## config.mk

```make
export PLATFORM = sky130hd
export DESIGN_NAME = lsu_rmw
export DESIGN_NICKNAME = d
export VERILOG_FILES = /design/src/rtl/lsu_rmw_pkg.sv /design/src/rtl/lsu_rmw_lane.sv /design/src/rtl/lsu_rmw.sv
export SDC_FILE = /design/constraint.sdc
export NUM_CORES = 1
export LEC_CHECK = 0
export ABC_AREA = 1
export CAP_MARGIN = 10
export CORE_MARGIN = 4
export CORE_UTILIZATION = 45
export DETAILED_ROUTE_END_ITERATION = 10
export PLACE_DENSITY = 0.72
export SLEW_MARGIN = 15
export SYNTH_ARGS = -nofsm -noshare
export SYNTH_HDL_FRONTEND = slang
export SYNTH_HIERARCHICAL = 1
export SYNTH_SLANG_ARGS = --single-unit
export TNS_END_PERCENT = 30
```

## constraint.sdc

```tcl
create_clock -name clk -period 5.05 [get_ports clk]
set_clock_uncertainty 0.1 [all_clocks]
set_input_delay 0.7575 -clock clk [delete_from_list [all_inputs] [get_ports clk]]
set_output_delay 0.7575 -clock clk [all_outputs]
set_load 0.02 [all_outputs]
```

## src/rtl/lsu_rmw_pkg.sv

```systemverilog
// lsu_rmw shared definitions
// funct3 encodings, FSM states, default memory depth
package lsu_rmw_pkg;

  localparam logic [2:0] F3_B  = 3'b000;
  localparam logic [2:0] F3_H  = 3'b001;
  localparam logic [2:0] F3_W  = 3'b010;
  localparam logic [2:0] F3_BU = 3'b100;
  localparam logic [2:0] F3_HU = 3'b101;

  localparam int DEPTH_WORDS_DEF = 64;

  typedef enum logic [1:0] {
    IDLE,
    ACCESS,
    WRITE,
    RESP
  } state_t;

endpackage

```

## src/rtl/lsu_rmw_lane.sv

```systemverilog
// lsu_rmw byte/half lane logic
// load extraction with extension, store merge into a word
module lsu_rmw_lane
  import lsu_rmw_pkg::*;
(
  input  logic [31:0] word,
  input  logic [1:0]  off,
  input  logic [2:0]  f3,
  input  logic [31:0] sdata,
  output logic [31:0] ldata,
  output logic [31:0] merged
);

  logic [7:0]  b;
  logic [15:0] h;
  logic [4:0]  bsh;
  logic [4:0]  hsh;

  // pick the addressed byte/half and extend per funct3
  always_comb begin
    bsh   = {off, 3'b000};
    hsh   = {off[1], 4'b0000};
    b     = 8'(word >> bsh);
    h     = off[1] ? word[31:16] : word[15:0];
    ldata = word;
    unique case (1'b1)
      (f3 == F3_B):  ldata = {{24{b[7]}}, b};
      (f3 == F3_BU): ldata = {24'h0, b};
      (f3 == F3_H):  ldata = {{16{h[15]}}, h};
      (f3 == F3_HU): ldata = {16'h0, h};
      default:       ldata = word;
    endcase
  end

  // splice the store byte/half into its lane of the old word
  always_comb begin
    merged = sdata;
    unique case (1'b1)
      (f3 == F3_B):
        merged = (word & ~(32'h0000_00ff << bsh))
               | ({24'h0, sdata[7:0]} << bsh);
      (f3 == F3_H):
        merged = (word & ~(32'h0000_ffff << hsh))
               | ({16'h0, sdata[15:0]} << hsh);
      default:
        merged = sdata;
    endcase
  end

endmodule

```

## src/rtl/lsu_rmw.sv

```systemverilog
// lsu_rmw load/store unit
// word memory front end with read-modify-write sub-word stores
module lsu_rmw
  import lsu_rmw_pkg::*;
#(
  parameter int DEPTH_WORDS = DEPTH_WORDS_DEF,
  parameter int ADDR_W      = 32
) (
  input  logic              clk,
  input  logic              reset,
  input  logic              req_valid,
  output logic              req_ready,
  input  logic              req_store,
  input  logic [2:0]        req_funct3,
  input  logic [ADDR_W-1:0] req_addr,
  input  logic [31:0]       req_wdata,
  output logic              resp_valid,
  input  logic              resp_ready,
  output logic [31:0]       resp_rdata,
  output logic              resp_err,
  output logic [ADDR_W-1:0] mem_addr,
  output logic [31:0]       mem_wdata,
  output logic              mem_write,
  output logic              mem_read,
  input  logic [31:0]       mem_rdata
);

  localparam logic [ADDR_W:0] LIMIT = (ADDR_W+1)'(4 * DEPTH_WORDS);

  state_t            state;
  state_t            state_nx;
  logic              st_store;
  logic [2:0]        st_f3;
  logic [ADDR_W-1:0] st_addr;
  logic [31:0]       st_wdata;
  logic [31:0]       merged_q;
  logic [31:0]       rdata_q;
  logic              err_q;
  logic              accept;
  logic              is_h;
  logic              mis;
  logic              oor;
  logic              rsv;
  logic              req_bad;
  logic [ADDR_W-1:0] word_idx;
  logic [31:0]       lane_ldata;
  logic [31:0]       lane_merged;

  assign accept     = req_valid && req_ready;
  assign word_idx   = {2'b00, st_addr[ADDR_W-1:2]};
  assign resp_rdata = rdata_q;
  assign resp_err   = err_q;

  lsu_rmw_lane u_lane (
    .word   (mem_rdata),
    .off    (st_addr[1:0]),
    .f3     (st_f3),
    .sdata  (st_wdata),
    .ldata  (lane_ldata),
    .merged (lane_merged)
  );

  // classify the incoming request; any hit skips memory
  always_comb begin
    is_h = (req_funct3 == F3_H)
        || (!req_store && req_funct3 == F3_HU);
    mis  = (is_h && req_addr[0])
        || (req_funct3 == F3_W && req_addr[1:0] != 2'b00);
    oor  = {1'b0, req_addr} >= LIMIT;
    rsv  = req_store
         ? (req_funct3 >= 3'b011)
         : (req_funct3 == 3'b011 || req_funct3[2:1] == 2'b11);
    req_bad = mis || oor || rsv;
  end

  // state register
  always_ff @(posedge clk or posedge reset) begin
    if (reset) state <= IDLE;
    else       state <= state_nx;
  end

  // next state and memory strobes, all decoded from current state
  always_comb begin
    state_nx   = state;
    req_ready  = 1'b0;
    resp_valid = 1'b0;
    mem_read   = 1'b0;
    mem_write  = 1'b0;
    mem_wdata  = 32'h0;
    mem_addr   = '0;
    unique case (state)
      IDLE: begin
        req_ready = 1'b1;
        if (req_valid) state_nx = req_bad ? RESP : ACCESS;
      end
      ACCESS: begin
        mem_addr = word_idx;
        if (!st_store) begin
          mem_read = 1'b1;
          state_nx = RESP;
        end else if (st_f3 == F3_W) begin
          mem_write = 1'b1;
          mem_wdata = st_wdata;
          state_nx  = RESP;
        end else begin
          mem_read = 1'b1;
          state_nx = WRITE;
        end
      end
      WRITE: begin
        mem_addr  = word_idx;
        mem_write = 1'b1;
        mem_wdata = merged_q;
        state_nx  = RESP;
      end
      RESP: begin
        resp_valid = 1'b1;
        if (resp_ready) state_nx = IDLE;
      end
      default: state_nx = IDLE;
    endcase
  end

  // capture request, merged word and response payload
  always_ff @(posedge clk or posedge reset) begin
    if (reset) begin
      st_store <= 1'b0;
      st_f3    <= 3'b000;
      st_addr  <= '0;
      st_wdata <= 32'h0;
      merged_q <= 32'h0;
      rdata_q  <= 32'h0;
      err_q    <= 1'b0;
    end else begin
      case (state)
        IDLE: begin
          if (accept) begin
            st_store <= req_store;
            st_f3    <= req_funct3;
            st_addr  <= req_addr;
            st_wdata <= req_wdata;
            rdata_q  <= 32'h0;
            err_q    <= req_bad;
          end
        end
        ACCESS: begin
          if (!st_store) rdata_q <= lane_ldata;
          else if (st_f3 != F3_W) merged_q <= lane_merged;
        end
        default: ;
      endcase
    end
  end

endmodule

```

### Word level (Yosys, flattened, before mapping)

Cells that the tools add are included.
W data, S select, Z words.

* bitwise gates (word level): 6
* eq/ne operators: 17
* shift operators: 5
* order comparisons: 2
* reductions and logical operators: 19
* muxes and demuxes: 25

Operators by type and width (count)
* $pmux W32 S2: 3
* $mux W32: 4
* $pmux W32 S4: 1
* $and A32 B32 Y32: 2
* $not A32 Y32: 2
* $or A32 B32 Y32: 2
* $ge A32 B9 Y1 const B: 1
* $shl A16 B5 Y32: 1
* $shl A16 B5 Y32 const A: 1
* $shl A8 B5 Y32: 1
* $shl A8 B5 Y32 const A: 1
* $shr A32 B5 Y8: 1
* $mux W30: 1
* $mux W16: 1
* $mux W1: 10
* $eq A3 B2 Y1 const B: 3
* $eq A3 B3 Y1 const B: 3
* $ne A2 B2 Y1 const B: 4
* $pmux W2 S4: 1
* $eq A2 B2 Y1 const B: 3
* $eq A3 B1 Y1 const B: 2
* $mux W2: 3
* $reduce_and A3 Y1: 2
* $logic_or A1 B1 Y1: 5
* 11 further kinds: 16

* input bits: 104
* register bits: 135
* output and inout port bits: 101
* logic and storage cells: 82

### Longest topological paths before layout

Gate-level depths: netlist of the first run.

* word-level depth: 10
* gate-level depth with buffers: 10
* gate-level depth less buffers: 9

### By module

The synthesis of the first run kept the hierarchy.

By module, submodules not included
* lsu_rmw: area an instance 6108.4 um^2, times used 1, cells each 731, seq. area each 3378.2 um^2
* lsu_rmw_lane: area an instance 1851.8 um^2, times used 1, cells each 410, seq. area each 0.0 um^2

### Least setup slack after synthesis of the first run

No wires, ideal clock.

* path type: reg2out
* start: reg state[1]
* end: out mem_wdata[2]
* buffers on the path: 2
* setup slack: 2.564 ns
* cell stages (with the launch flop): 9
* arrival time: 1.629 ns
* data required time: 4.193 ns
* path through: dfrtp_1 -> inv_1 -> ha_1 -> buf_2 -> inv_1 -> nor2_2 -> buf_4 -> nand2_1 -> a21oi_1

* cells in the longest elaborated chain, start to end: 2
* elaborated cells on any way between the ends: 3
* classes of those cells: eq/ne (2); mux (1)

RTL lines
* from (decl): RTL line lsu_rmw.sv:30 `state_t state;`
* from (signal assigned): RTL line lsu_rmw.sv:79 `else state <= state_nx;`
* $eq A2 B2 Y1 or $eq A2 B1 Y1 (tied branches): RTL line lsu_rmw.sv:91 `unique case (state)`
* $pmux W32 S2 *: RTL line lsu_rmw.sv:91
* to (decl): RTL line lsu_rmw.sv:22 `output logic [31:0] mem_wdata,`

Mark *: on every way between the ends. The rest lies on a longest branch, timed or not.

### Worst setup path after layout of the first run

* start: reg state[1]
* end: out mem_wdata[0]

Same word-level chain as after synthesis.

==> results.toml, run 1 <==
[hold_path]
hold_depth = 2
min_path_type = "reg -> reg"
holdCritStartpoint = "st_addr[20]$_DFFE_PP0P_"
worstHoldEndpoint = "st_addr[20]$_DFFE_PP0P_"

[critical_path]
slowest_stage = "clkinv_1"
endpoint_kind = "output pin"
critPathMaxFanout = 33
critPathRequiredTime_ps = 4190
max_stage_delay_ps = 820
start_kind = "flop"
worstSetupPathType = "reg -> out"
r2r-end = "resp_rdata[1]$_DFFE_PP0P_"
path_cells = "inv_1 > ha_1 > buf_4 > clkinv_1 > a21oi_1 > clkdlybuf4s50_1"
arrival_ps = 3420
timing.rr.start = "state[1]$_DFFE_PP0P_"
r2r_slack_ps = 2420
r2r_cells = 8

[clocking]
cts_made_buffers = 17
ctsRootBufferMaster = "clkbuf_16"
cts_hold_buffers = 0
clockBufferDepth = 2
cts_setup_buffers = 0
cts_tree = "yes"
cts_resized = 0
insertion_delay_ps = 420
cts_sinks = 135
clkSlewWorstSetupHoldPaths_ps = 60
htree_levels = 4

[grt]
grt_pass1_wl_um = 41600
grt_antenna_before_repair = 0
grt_max_degree = 78
grt_pass1_vias = 7681
grt_usage_pct = 26.3
overflow = 0

[sta]
period_needed_ps = 4280
rsz0062_at_grt = "false"
timing.final.hold_violations = 0
slew_viol_final = 0
post-route-period-util_pct = 84.8
setup_violations = 0
tightest_slew_ps = 943
fmax_ghz = 0.234
slew_headroom_pct = 36.7
tns_ps = 0

[drt]
ant_nets = 0
firstDrtPassIters = 6
drt_wl_total_um = 25800
drc = 0
routedWlPerCell_um = 16.7
drt_iter0_drc = 719
viasPerCell = 5.18
vias = 8010

[flow_run]
cap_violations = 0

[placed_design]
place_congestion = 0.932
post-dp-hpwl_um = 18800
dpl_cell_area_um2 = 10000
port_buffers = 202

[finish]
drive_above_1_share_pct = 7.26
nFillCells = 1573
final_util_pct = 61.6
design_area_um2 = 10700
area_growth_pct = 33.8
diodes = 0
multiInputGateArea_um2 = 3850
fin_nets = 1417
regArea_um2 = 3380

[synth]
synth.avg_cell_area_um2 = 6.98
syn_area_um2 = 7960
yosys_warnings = 6
seq_area_frac_synth_pct = 42.4
synth-seq-cells = 135
synth_cell_types = 29
syn_inst = 1141

[floorplanning]
die_w_um = 141
num_rows = 48
die-area_um2 = 19900
die_h_um = 141
initial_core_util_pct = 46.0
core-area_um2 = 17300
pin_count = 205

[power_and_ir_drop]
leakage_nw = 5.17
switchingPower_mw = 3.26
power_density_nw_per_um2 = 664
pwr-share-clk_pct = 18.1
pwr-share-comb_pct = 53.7
max-vdd-ir-drop_mv = 0.379
power.internal_mw = 3.82
seq_power_share_pct = 28.3
swShare_pct = 46.0

[outcome]
outcome = "complete, no violations"
cell families after synthesis:
family	after synthesis	share of synthesized area, %
simple gates	664	34.2
compound gates	130	8.87
mux	32	4.53
other cells	1	0.0471
flops	135	42.4
fa+ha+maj	4	0.629
buf+inv	175	9.26
cells in the mapped netlist:
| library cell | n | area (um^2) |
|---|---|---|
| a21oi_1 | 38 | 190 |
| dfrtp_1 | 135 | 3380 |
| nand2_4 | 2 | 22.5 |
| mux2_1 | 2 | 22.5 |
| mux2_2 | 30 | 338 |
| buf_2 | 22 | 110 |
| nor2_8 | 1 | 20.0 |
| conb_1 | 1 | 3.75 |
| o21ai_1 | 15 | 75.1 |
| nor2_2 | 2 | 12.5 |
| inv_1 | 102 | 383 |
| clkbuf_1 | 28 | 105 |
| o211ai_1 | 11 | 82.6 |
| inv_2 | 6 | 22.5 |
| nor2_1 | 28 | 105 |
| nor2_4 | 2 | 22.5 |
| o22ai_1 | 5 | 31.3 |
| ha_1 | 4 | 50.1 |
| nand3_1 | 129 | 646 |
| o21ai_0 | 57 | 285 |
| a21oi_4 | 1 | 16.3 |
| o21ai_2 | 2 | 17.5 |
| nand4_1 | 4 | 25.0 |
| buf_1 | 4 | 15.0 |
| buf_4 | 12 | 90.1 |
| buf_6 | 1 | 11.3 |
| nand2_2 | 4 | 25.0 |
| o21a_1 | 1 | 7.51 |
| nand2_1 | 492 | 1850 |
routing by layer:
metal  up-vias  share of wire, %  track usage, %
li1       3937                 -               -
met5         -                 0               0
met3        37               8.6            6.58
met4         0               2.2            8.62
met1      3681                45            37.0
met2       355                44            39.9
worst max-delay path: cells and delay by family, from the launching register on:
family          cells  cell delay (ps)
compound gates      1              440
fa+ha+maj           1              270
buf+inv             4             1870
flops               1              420
power by group through the flow:
stage / sequential [mW] / clock (mW) / combinational [mW]
3_3_place_gp: 1.99 / 0 / 3.75
3_5_place_dp: 2.00 / 0 / 3.79
6_report: 2.00 / 1.28 / 3.80
5_1_grt: 2.06 / 1.35 / 4.21
2_1_floorplan: 2.01 / 0 / 2.38
4_1_cts: 1.99 / 1.30 / 3.81
final cells by class:
class	count	share of cell area, %
multi-input cells	832	36.1
clock buffers	17	3.99
clock inverters	15	1.66
well taps	225	2.64
flip-flops and latches	135	31.7
repair buffers	215	20.0
inverters	108	3.83
state kept, by name (all words and copies together) (netlist names):
name        count
resp_rdata     32
st_store        1
st_addr        32
state           2
st_wdata       32
merged_q       32
st_f3           3
resp_err        1
metrics by stage:
step | setup slack, ps | total power [mW] | hold slack, ps | std cells
2_1_floorplan | 581 | 4.39 | 349 | 1142
3_3_place_gp | 1700 | 5.74 | 362 | 1515
3_5_place_dp | 1560 | 5.79 | 366 | 1515
4_1_cts | 1100 | 7.10 | 382 | 1547
5_1_grt | 360 | 7.62 | 397 | 1547
6_report | 769 | 7.08 | 376 | 1547
worst max-delay path by stage:
stage	startpoint	to	slack, ps	depth (start not counted)
6_report	state[1]$_DFFE_PP0P_	mem_wdata[0]	770	6
5_1_grt	state[1]$_DFFE_PP0P_	mem_wdata[0]	360	6
4_1_cts	state[1]$_DFFE_PP0P_	mem_wdata[0]	1100	6
3_5_place_dp	state[0]$_DFFE_PP0P_	mem_wdata[0]	1560	6
3_3_place_gp	state[1]$_DFFE_PP0P_	mem_wdata[16]	1700	6
2_1_floorplan	reset	merged_q[0]$_DFFE_PP0P_	580	1
layout by cell type (no fill, tap or decap), types with 4 or more instances in the layout:
cell and instances:
nand2_1 492, clkdlybuf4s50_1 202, dfrtp_1 135, nand3_1 129, inv_1 100, o21ai_0 57, a21oi_1 38, mux2_2 30
nor2_1 28, clkbuf_16 17, o21ai_1 15, buf_4 12, o211ai_1 11, inv_2 6, o22ai_1 5, nand2_2 4
nand4_1 4, ha_1 4, clkinv_2 4
Note: power is estimated with default switching activity, not from simulation.
==> run 2, diff against run 1 <==
==> constraint.sdc (replaced) <==
create_clock -name clk -period 4.3 [get_ports clk]
set_clock_uncertainty 0.1 [all_clocks]
set_input_delay 0.645 -clock clk [delete_from_list [all_inputs] [get_ports clk]]
set_output_delay 0.645 -clock clk [all_outputs]
set_load 0.02 [all_outputs]
==> results.toml, run 2 (same netlist as run 1, synthesis figures left out) <==
[outcome]
outcome = "complete, no violations"

[sta]
post-route-period-util_pct = 77.6
fmax_ghz = 0.300
slew_viol_final = 0
fin_ws_ps = 964
rsz0062_at_grt = "false"
slew_headroom_pct = 37.6
setup_violations = 0
period_needed_ps = 3340
timing.final.hold_violations = 0
tightest_slew_ps = 934
whs_ps = 378
tns_ps = 0

[grt]
grt_usage_pct = 26.4
grt_max_degree = 78
overflow = 0
grt_pass1_wl_um = 41300
met2_usage_pct = 41.1
grt_antenna_before_repair = 0
grt.busiest_layer = "met2"
grtUsageMet1_pct = 35.8
grt_pass1_vias = 7744
use_met3_pct = 7.23

[clocking]
cts_hold_buffers = 0
insertion_delay_ps = 420
htree_levels = 4
cts_tree = "yes"
cts_setup_buffers = 0
cts_sinks = 135
ctsRootBufferMaster = "clkbuf_16"
clkSlewWorstSetupHoldPaths_ps = 60
clockBufferDepth = 2
cts_resized = 0
cts_made_buffers = 17

[drt]
drc = 0
routedWlPerCell_um = 16.8
drt_iter0_drc = 686
firstDrtPassIters = 8
drt_wl_total_um = 26100
vias = 8140
ant_nets = 0
viasPerCell = 5.26

[placed_design]
place_congestion = 0.959
post-dp-hpwl_um = 18900
dpl_cell_area_um2 = 10100
port_buffers = 202
dp_slack_ps = 1410

[floorplanning]
die_h_um = 141
num_rows = 48
pin_count = 205
core-area_um2 = 17300
die_w_um = 141
initial_core_util_pct = 46.0
die-area_um2 = 19900

[power_and_ir_drop]
power.total_mw = 8.37
max-vdd-ir-drop_mv = 0.499
leakage_nw = 5.18
power_density_nw_per_um2 = 785
power.internal_mw = 4.54
seq_power_share_pct = 28.5
pwr-share-clk_pct = 17.8
switchingPower_mw = 3.83
pwr-share-comb_pct = 53.7
swShare_pct = 45.8

[critical_path]
r2r_cells = 9
max_stage_delay_ps = 640
path_cells = "nor2_1 > nand2_1 > inv_1 > nand2_1 > nor2_2 > buf_4 > nand2_1 > a21oi_1 > clkdlybuf4s50_1"
endpoint_kind = "output pin"
slowest_stage = "clkdlybuf4s50_1"
arrival_ps = 2590
critPathMaxFanout = 33
critPathRequiredTime_ps = 3560
worstSetupPathType = "reg -> out"
start_kind = "flop"
cpMostUsedCell = "nand2_1"

[finish]
drive_above_1_share_pct = 7.11
fin_nets = 1419
diodes = 0
area_growth_pct = 34.0
final_common_cell = "nand2_1"
design_area_um2 = 10700
final_cell_mix = "nand2_1 (492), clkdlybuf4s50_1 (202), dfrtp_1 (135)"

[flow_run]
cap_violations = 0

[hold_path]
min_path_type = "reg -> reg"
hold_depth = 2
-- run 2: cell type report --
type,instances,area [um^2]
sequential,135,3380
tap,225,282
clock inverter,8,121
timing repair buffer,217,2150
fill,1609,6630
inverter,108,409
clock buffer,23,478
multi-input combinational,832,3850
-- run 2: routing by layer --
| metal | vias up | part of all wire, % |
|---|---|---|
| met5 | - | 0 |
| met4 | 0 | 2.2 |
| met3 | 46 | 9.3 |
| met2 | 362 | 46 |
| met1 | 3793 | 43 |
| li1 | 3939 | - |
-- run 2: worst max-delay path: cells and delay by family (launching register included) --
kind,cells,cell delay (ps)
AO/OA/AOI/OAI,1,150
buffers and inverters,3,1050
AND/OR/NAND/NOR,5,480
flip-flops,1,460
-- run 2: per-stage QoR --
step | utilization [%] | std cells
after floorplan | - | 1142
after global placement | 58.2 | 1517
after detailed placement | 58.2 | 1517
after CTS | 61.7 | 1548
after global routing | 61.7 | 1548
final | 61.7 | 1548
-- run 2: power groups by stage --
stage / logic (mW) / registers [mW] / clock network, mW
6_report: 4.49 / 2.38 / 1.49
5_1_grt: 4.95 / 2.45 / 1.56
4_1_cts: 4.50 / 2.37 / 1.52
3_5_place_dp: 4.47 / 2.37 / 0
3_3_place_gp: 4.40 / 2.37 / 0
2_1_floorplan: 2.80 / 2.36 / 0
-- run 2: final timing paths --
| path | from | endpoint | slack, ps |
|---|---|---|---|
| worst max-delay path | st_f3[2]$_DFFE_PP0P_ | mem_wdata[9] | 960 |
| max in group asynchronous | reset | st_addr[2]$_DFFE_PP0P_ | 2510 |
| worst max register to register | st_f3[1]$_DFFE_PP0P_ | resp_rdata[8]$_DFFE_PP0P_ | 1810 |
| min in group asynchronous | reset | resp_rdata[30]$_DFFE_PP0P_ | 660 |
| worst min register to register | st_addr[15]$_DFFE_PP0P_ | st_addr[15]$_DFFE_PP0P_ | 380 |
| worst min-delay path | st_addr[15]$_DFFE_PP0P_ | st_addr[15]$_DFFE_PP0P_ | 380 |
